==> config.mk <==
export PLATFORM = sky130hd
export DESIGN_NAME = fetch_if
export DESIGN_NICKNAME = d
export VERILOG_FILES = /design/src/rtl/fetch_if.sv
export SDC_FILE = /design/constraint.sdc
export NUM_CORES = 1
export LEC_CHECK = 0
export BUFFER_PORTS_ARGS = -buffer_cell sky130_fd_sc_hd__buf_4
export CORE_MARGIN = 5
export CORE_UTILIZATION = 50
export CTS_CLUSTER_SIZE = 28
export DETAILED_ROUTE_END_ITERATION = 10
export PLACE_DENSITY = 0.78
export RECOVER_POWER = 50
export SLEW_MARGIN = 25
export SYNTH_ARGS = -nofsm -noshare
export SYNTH_HDL_FRONTEND = slang
export SYNTH_SLANG_ARGS = --single-unit
==> constraint.sdc <==
create_clock -name clk -period 3.6 [get_ports clk]
set_input_delay 0.36 -clock clk [delete_from_list [all_inputs] [get_ports clk]]
set_output_delay 0.36 -clock clk [all_outputs]
set_load 0.02 [all_outputs]
==> src/rtl/fetch_if.sv <==
// fetch_if: PC owner and single-outstanding imem requester feeding a 2-entry {instr, pc} queue
module fetch_if #(
    parameter logic [31:0] RESET_PC  = 32'h8000_0000,
    parameter logic [31:0] NOP_INSTR = 32'h0000_0013
) (
    input  logic        clk,
    input  logic        rst_n,
    input  logic        ctrl_i_fetch_stall,
    input  logic        ctrl_i_fetch_flush,
    input  logic [31:0] ctrl_i_redirect_pc,
    output logic        imem_o_req,
    output logic [31:0] imem_o_addr,
    input  logic        imem_i_ready,
    input  logic        imem_i_rvalid,
    input  logic [31:0] imem_i_rdata,
    output logic [31:0] fetch_o_instr,
    output logic [31:0] fetch_o_pc,
    output logic [31:0] fetch_o_pre_pc,
    output logic        fetch_o_commit
);
    logic [31:0] pc_q, req_pc_q;
    logic        outstanding_q, drop_q;
    logic [31:0] instr_q [2];
    logic [31:0] ipc_q [2];
    logic        rd_q, wr_q;
    logic [1:0]  count_q;
    logic        accept, push, pop;

    // Only one request in flight; a queue slot is reserved at issue time
    assign imem_o_req  = rst_n & ~outstanding_q & (count_q != 2'd2) & ~ctrl_i_fetch_flush;
    assign imem_o_addr = pc_q;
    assign accept      = imem_o_req & imem_i_ready;
    assign push        = imem_i_rvalid & outstanding_q & ~drop_q & ~ctrl_i_fetch_flush;
    assign pop         = fetch_o_commit & ~ctrl_i_fetch_stall & ~ctrl_i_fetch_flush;

    assign fetch_o_commit = count_q != 2'd0;
    assign fetch_o_instr  = fetch_o_commit ? instr_q[rd_q] : NOP_INSTR;
    assign fetch_o_pc     = fetch_o_commit ? ipc_q[rd_q] : 32'd0;
    assign fetch_o_pre_pc = fetch_o_commit ? ipc_q[rd_q] + 32'd4 : 32'd0;

    always_ff @(posedge clk or negedge rst_n) begin
        if (!rst_n) begin
            pc_q          <= RESET_PC;
            req_pc_q      <= 32'd0;
            outstanding_q <= 1'b0;
            drop_q        <= 1'b0;
            rd_q          <= 1'b0;
            wr_q          <= 1'b0;
            count_q       <= 2'd0;
        end else begin
            if (ctrl_i_fetch_flush) begin
                pc_q    <= ctrl_i_redirect_pc;
                rd_q    <= 1'b0;
                wr_q    <= 1'b0;
                count_q <= 2'd0;
            end else begin
                if (accept) pc_q <= pc_q + 32'd4;
                if (push) wr_q <= ~wr_q;
                if (pop) rd_q <= ~rd_q;
                count_q <= count_q + 2'(push) - 2'(pop);
            end
            if (accept) req_pc_q <= pc_q;
            if (accept) outstanding_q <= 1'b1;
            else if (imem_i_rvalid) outstanding_q <= 1'b0;
            // A flush with a response still pending arms discard of that response
            drop_q <= (drop_q | (ctrl_i_fetch_flush & outstanding_q)) & ~imem_i_rvalid;
        end
    end

    always_ff @(posedge clk) begin
        if (push) begin
            instr_q[wr_q] <= imem_i_rdata;
            ipc_q[wr_q]   <= req_pc_q;
        end
    end
endmodule

---- Yosys cells after proc, flatten, opt, wreduce, memory -nomap -nowiden ----
Memory sizes are Yosys's and may differ from the RTL's.
Cells that the tools add are included.
cells by class
  add/sub/neg operators ................... 4
  equality and inequality tests ........... 1
  mux-type cells .......................... 14
  bitwise operators ....................... 19
  reduce and logical (&&, ||, !) cells .... 5
operators with widths
  operator                                                          count
  32-bit 2-to-1 mux                                                 5
  32-bit by 3-bit adder with 32-bit output (second input constant)  2
  1-bit bitwise AND                                                 11
  2-bit nonzero test                                                5
  1-bit 2-to-1 mux                                                  8
  1-bit NOT                                                         7
  2-bit by 1-bit adder with 2-bit output                            1
  2-bit 2-to-1 mux                                                  1
  2-bit inequality test (second input constant)                     1
  2-bit by 1-bit subtractor with 2-bit output                       1
  1-bit OR                                                          1
storage, ports and cells
  bits in registers ....................... 70
  RAM bits ................................ 128
  input port bits ......................... 70
  output and inout port bits .............. 130
  logic and storage cells ................. 52
  memories kept ........................... 2
memory list
  name     words  width  rd ports  clocked after Yosys merged registers in  write ports  RTL line  text
  instr_q  2      32     1         0                                        1            23        logic [31:0] instr_q [2];
  ipc_q    2      32     1         0                                        1            24        logic [31:0] ipc_q [2];

---- Depth between registers and ports, before layout ----
  depth in word-level cells ............... 7
  depth in mapped cells ................... 11
  gate-level depth less buffers ........... 7

---- Worst setup path after synthesis ----
OpenSTA, ideal clock, no wires.
  path kind ............................... reg2reg
  start ................................... reg drop_q
  end ..................................... mem instr_q[0][0], enable pin
  setup time .............................. 486 ps
  arrival time ............................ 3395 ps
  required time ........................... 3114 ps
  slack ................................... -282 ps
  cell stages (with the launch flop) ...... 4
  buffers on the path ..................... 0
  period minus slack after synthesis ...... 3882 ps
  cells stage by stage .................... dfrtp_1 -> nand3b_1 -> nand2b_1 -> nor2_1
on the way
  cells in the longest elaborated chain, start to end .. 5
RTL lines
  item                                    RTL line  text
  start, declared                         22        logic outstanding_q, drop_q;
  start signal, assigned                  66        drop_q <= (drop_q | (ctrl_i_fetch_flush & outstanding_q)) & ~imem_i_rvalid;
  1-bit NOT                               33        assign push = imem_i_rvalid & outstanding_q & ~drop_q & ~ctrl_i_fetch_flush;
  1-bit bitwise AND (2 in a row)          33
  1-bit 2-to-1 mux                        71        if (push) begin
  1-bit 2-to-1 mux (implied by the code)  72        instr_q[wr_q] <= imem_i_rdata;
  end, declared                           23
Every way passes these cells.

---- Final worst setup path ----
  start ................................... reg rd_q
  end ..................................... out fetch_o_pre_pc[30]
on the way
  cells in the longest elaborated chain, start to end .. 3
RTL lines
  item                                      RTL line  text
  start, declared                           25        logic rd_q, wr_q;
  start signal, assigned                    59        if (pop) rd_q <= ~rd_q;
  memory read 2 x 32 bit                    --
  32-bit by 3-bit adder with 32-bit output  39        assign fetch_o_pre_pc = fetch_o_commit ? ipc_q[rd_q] + 32'd4 : 32'd0;
  32-bit 2-to-1 mux                         39
  end, declared                             18        output logic [31:0] fetch_o_pre_pc,
Every way passes these cells.

==> impl_metrics.json <==
{
  "status": "complete, but fails checks",
  "violations": "capacitance limit, slew limit",
  "grt_max_degree": 77,
  "min_period_ps": 3380,
  "avgSynthCellArea_sq_um": 11.5,
  "antenna_found_initial": 0,
  "core_area_sq_um": 18100,
  "worstPathRequired_ps": 3240,
  "die_w_um": 146,
  "insertedDiodeCount": 0,
  "drt-initial-drc-count": 432,
  "synth-seq-cells": 198,
  "drv_cap": 2,
  "clock_power_share_pct": 33.3,
  "ir_drop_uv": 344,
  "finalSetupViolCount": 0,
  "timing.rr.start": "count_q[1]",
  "antenna_left": 0,
  "p_int_mw": 3.92,
  "ys_async_sr_fraction_pct": 35.4,
  "min_to": "drop_q",
  "synth_seq_area_share_pct": 60.2,
  "crit_path_end_kind": "output port",
  "num_rows": 49,
  "syn-cell-area_sq_um": 9300,
  "hold_path_class": "input port to flop",
  "sequentialPowerShare_pct": 51.4,
  "worst-path-max-fanout": 18,
  "ctsHtreeMaxLevel": 4,
  "viasPerCell": 5.63,
  "utilization_pct": 62.8,
  "grt_pass1_vias": 6842,
  "p_leak_nw": 4.47,
  "num_io_pins": 200,
  "powerDensity_nw_per_um2": 479,
  "dp_cells": 1204,
  "route.vias.total": 6961,
  "port_buffers": 199,
  "grt_pass1_wl_mm": 36.2,
  "whs_ps": 107,
  "worstReg2RegEnd": "count_q[0]",
  "track_usage_pct": 21.0,
  "dieArea_sq_um": 21400,
  "cts_tree": "done",
  "fin_crit_sh_pct": 94.0,
  "crit_arrival_ps": 3020,
  "ys_types": 65,
  "tightest_slew_ps": 1740,
  "route.detailed.drc": 0,
  "synth-edff-count": 128,
  "cts_sinks": 198,
  "insertion_delay_ps": 420,
  "cts_buffer_depth": 2,
  "ys_warn_count": 0,
  "start_util_pct": 51.2,
  "yosys.area.top_type_share_pct": 41.4,
  "layout-drive-gt1-share_pct": 23.5,
  "swShare_pct": 28.2,
  "hold_violations": 0,
  "min_delay_path_depth": 2,
  "die_h_um": 146,
  "cts_hold_buffers": 0,
  "grt-ovfl-total": 0,
  "synth_nets": 879,
  "place_hpwl_mm": 16.3,
  "synthFlopType": "edfxtp_1",
  "synth_top_area_cell": "edfxtp_1",
  "rrSetupSlack_ps": 950,
  "fin_tns_setup_ps": 0,
  "p_total_mw": 5.45,
  "ff2ff_path_depth": 7,
  "routed_wl_mm": 22.6,
  "areaGrowthSynthToFinish_pct": 22.6,
  "cts_root_buf": "clkbuf_16",
  "final_nets": 1069,
  "synth_cells": 805,
  "slew_headroom_pct": -15.9,
  "rsz0062_at_grt": "no",
  "path_class": "flop to output port",
  "max_freq_ghz": 0.296,
  "final_cell_count_no_fill": 1237,
  "wl_per_cell_um": 18.3,
  "path_clk_slew_ps": 70,
  "combPwrFrac_pct": 15.3,
  "ys_top_cells_by_area": "edfxtp_1 (41%), dfrtp_1 (19%), nand2_1 (6.4%)",
  "worstSetupStartpointType": "flop",
  "min-delay-start": "imem_i_rvalid",
  "cts_buffers": 17,
  "power.switching_mw": 1.54,
  "slew_viol_final": 148,
  "place_congestion": 0.941,
  "clock_skew_ps": 5.72,
  "drt_first_pass_iters": 5
}
==> routing by layer <==
layer | global-route usage [%] | vias to the layer above | part of all wire, %
li1 | - | 3297 | -
met1 | 28.9 | 3364 | 43
met2 | 33.7 | 276 | 48
met3 | 4.59 | 24 | 6.5
met4 | 6.16 | 0 | 1.6
met5 | 0 | - | 0
==> power by group through the flow <==
stage	Combinational [mW]	Sequential (mW)	Clock (mW)
finish	0.834	2.80	1.82
global route	0.913	2.82	1.94
CTS	0.874	2.80	1.85
detailed placement	0.869	2.85	0
global placement	0.854	2.84	0
floorplan	0.489	2.82	0
==> kinds of logic (layout without fill, tap and decap cells) <==
group,count (synthesis),in the layout,share of synthesized area (%)
xor gates and xnor gates,18,18,1.70
buffers and inverters,49,252,2.69
DFF,198,198,60.2
adders and majority gates,4,4,0.538
muxes,69,69,7.62
and+or+nand+nor,369,369,19.5
AOI/OAI and AO/OA,98,98,7.79
==> worst max-delay path, stage by stage, from the launching register on <==
cell and delay [ps]:
dfrtp_4 600, mux2_2 300, ha_1 240, nand4b_1 170, a22oi_1 230, nand4_1 300, nor4_2 260, mux2_1 350
buf_4 160
==> how the worst max path moves through the flow <==
stage	start	to	slack, ps	cells after the start
4_1_cts	rd_q	fetch_o_pre_pc[28]	100	8
3_3_place_gp	rd_q	fetch_o_pre_pc[28]	660	8
2_1_floorplan	drop_q	instr_q[0][0]	-280	3
5_1_grt	count_q[1]	fetch_o_pre_pc[8]	90	6
6_report	rd_q	fetch_o_pre_pc[30]	220	8
3_5_place_dp	rd_q	fetch_o_pre_pc[28]	590	8
==> what timing repair did <==
item                                    4_1_cts  5_1_grt
resized for setup                             0        1
endpoints found under the hold margin         0        0
setup buffers                                 0        1
endpoints found under the setup margin        0        1
==> area by class of cell <==
cell class                      instances  area (sq um)
Clock inverter                         15           144
Sequential cell                       198          5600
Clock buffer                           17           425
Tap cell                              229           287
Timing Repair Buffer                  212          1450
Inverter                                8          30.0
Fill cell                            1509          6750
Multi-Input combinational cell        558          3460
==> registers in the layout, summed over array words and instances (netlist names) <==
name / cells
drop_q: 1
ipc_q: 64
imem_o_addr: 32
instr_q: 64
outstanding_q: 1
req_pc_q: 32
count_q: 2
wr_q: 1
rd_q: 1
==> cell usage after synthesis, types with 4 or more instances <==
cell and count:
mux2_2 7, a22oi_1 6, nor2_1 90, a21oi_1 10
a31oi_1 7, and2_1 13, buf_2 5, mux2_1 4
o21ai_0 26, nor2b_1 5, mux2i_1 57, inv_1 8
nand3_2 4, nand4_1 14, o211ai_1 10, nand4b_1 5
nand2b_1 4, nand3b_1 6, edfxtp_1 128, o311ai_0 6
xnor2_1 15, buf_4 12, clkbuf_1 20, o21bai_1 4
nor4_1 8, ha_1 4, o31ai_1 4, nand3_1 29
nand2_1 158, or3_1 5, dfrtp_1 69
==> layout by cell type (no fill, tap or decap), types with 5 or more instances in the layout <==
cell | Yosys | layout
nand2_1 | 158 | 157
nor2_1 | 90 | 89
clkbuf_4 | 0 | 21
nand4_1 | 14 | 14
inv_1 | 8 | 8
o211ai_1 | 10 | 10
edfxtp_1 | 128 | 128
o311ai_0 | 6 | 6
nand3_1 | 29 | 29
a31oi_1 | 7 | 7
buf_4 | 12 | 141
or3_1 | 5 | 5
inv_6 | 0 | 5
mux2i_1 | 57 | 57
nand3b_1 | 6 | 6
a22oi_1 | 6 | 6
xnor2_1 | 15 | 15
dfrtp_1 | 69 | 68
nand4b_1 | 5 | 5
mux2_2 | 7 | 7
clkbuf_16 | 0 | 17
clkbuf_1 | 20 | 45
and2_1 | 13 | 13
nor4_1 | 8 | 8
o21ai_0 | 26 | 26
nor2b_1 | 5 | 5
a21oi_1 | 10 | 10
==> stage by stage <==
stage	setup slack [ps]	area [sq um]
detailed placement	589	11000
CTS	99.7	11600
global placement	659	11000
floorplan	-282	9300
finish	217	11400
global route	87.5	11400
(Power assumes the default switching activity.)
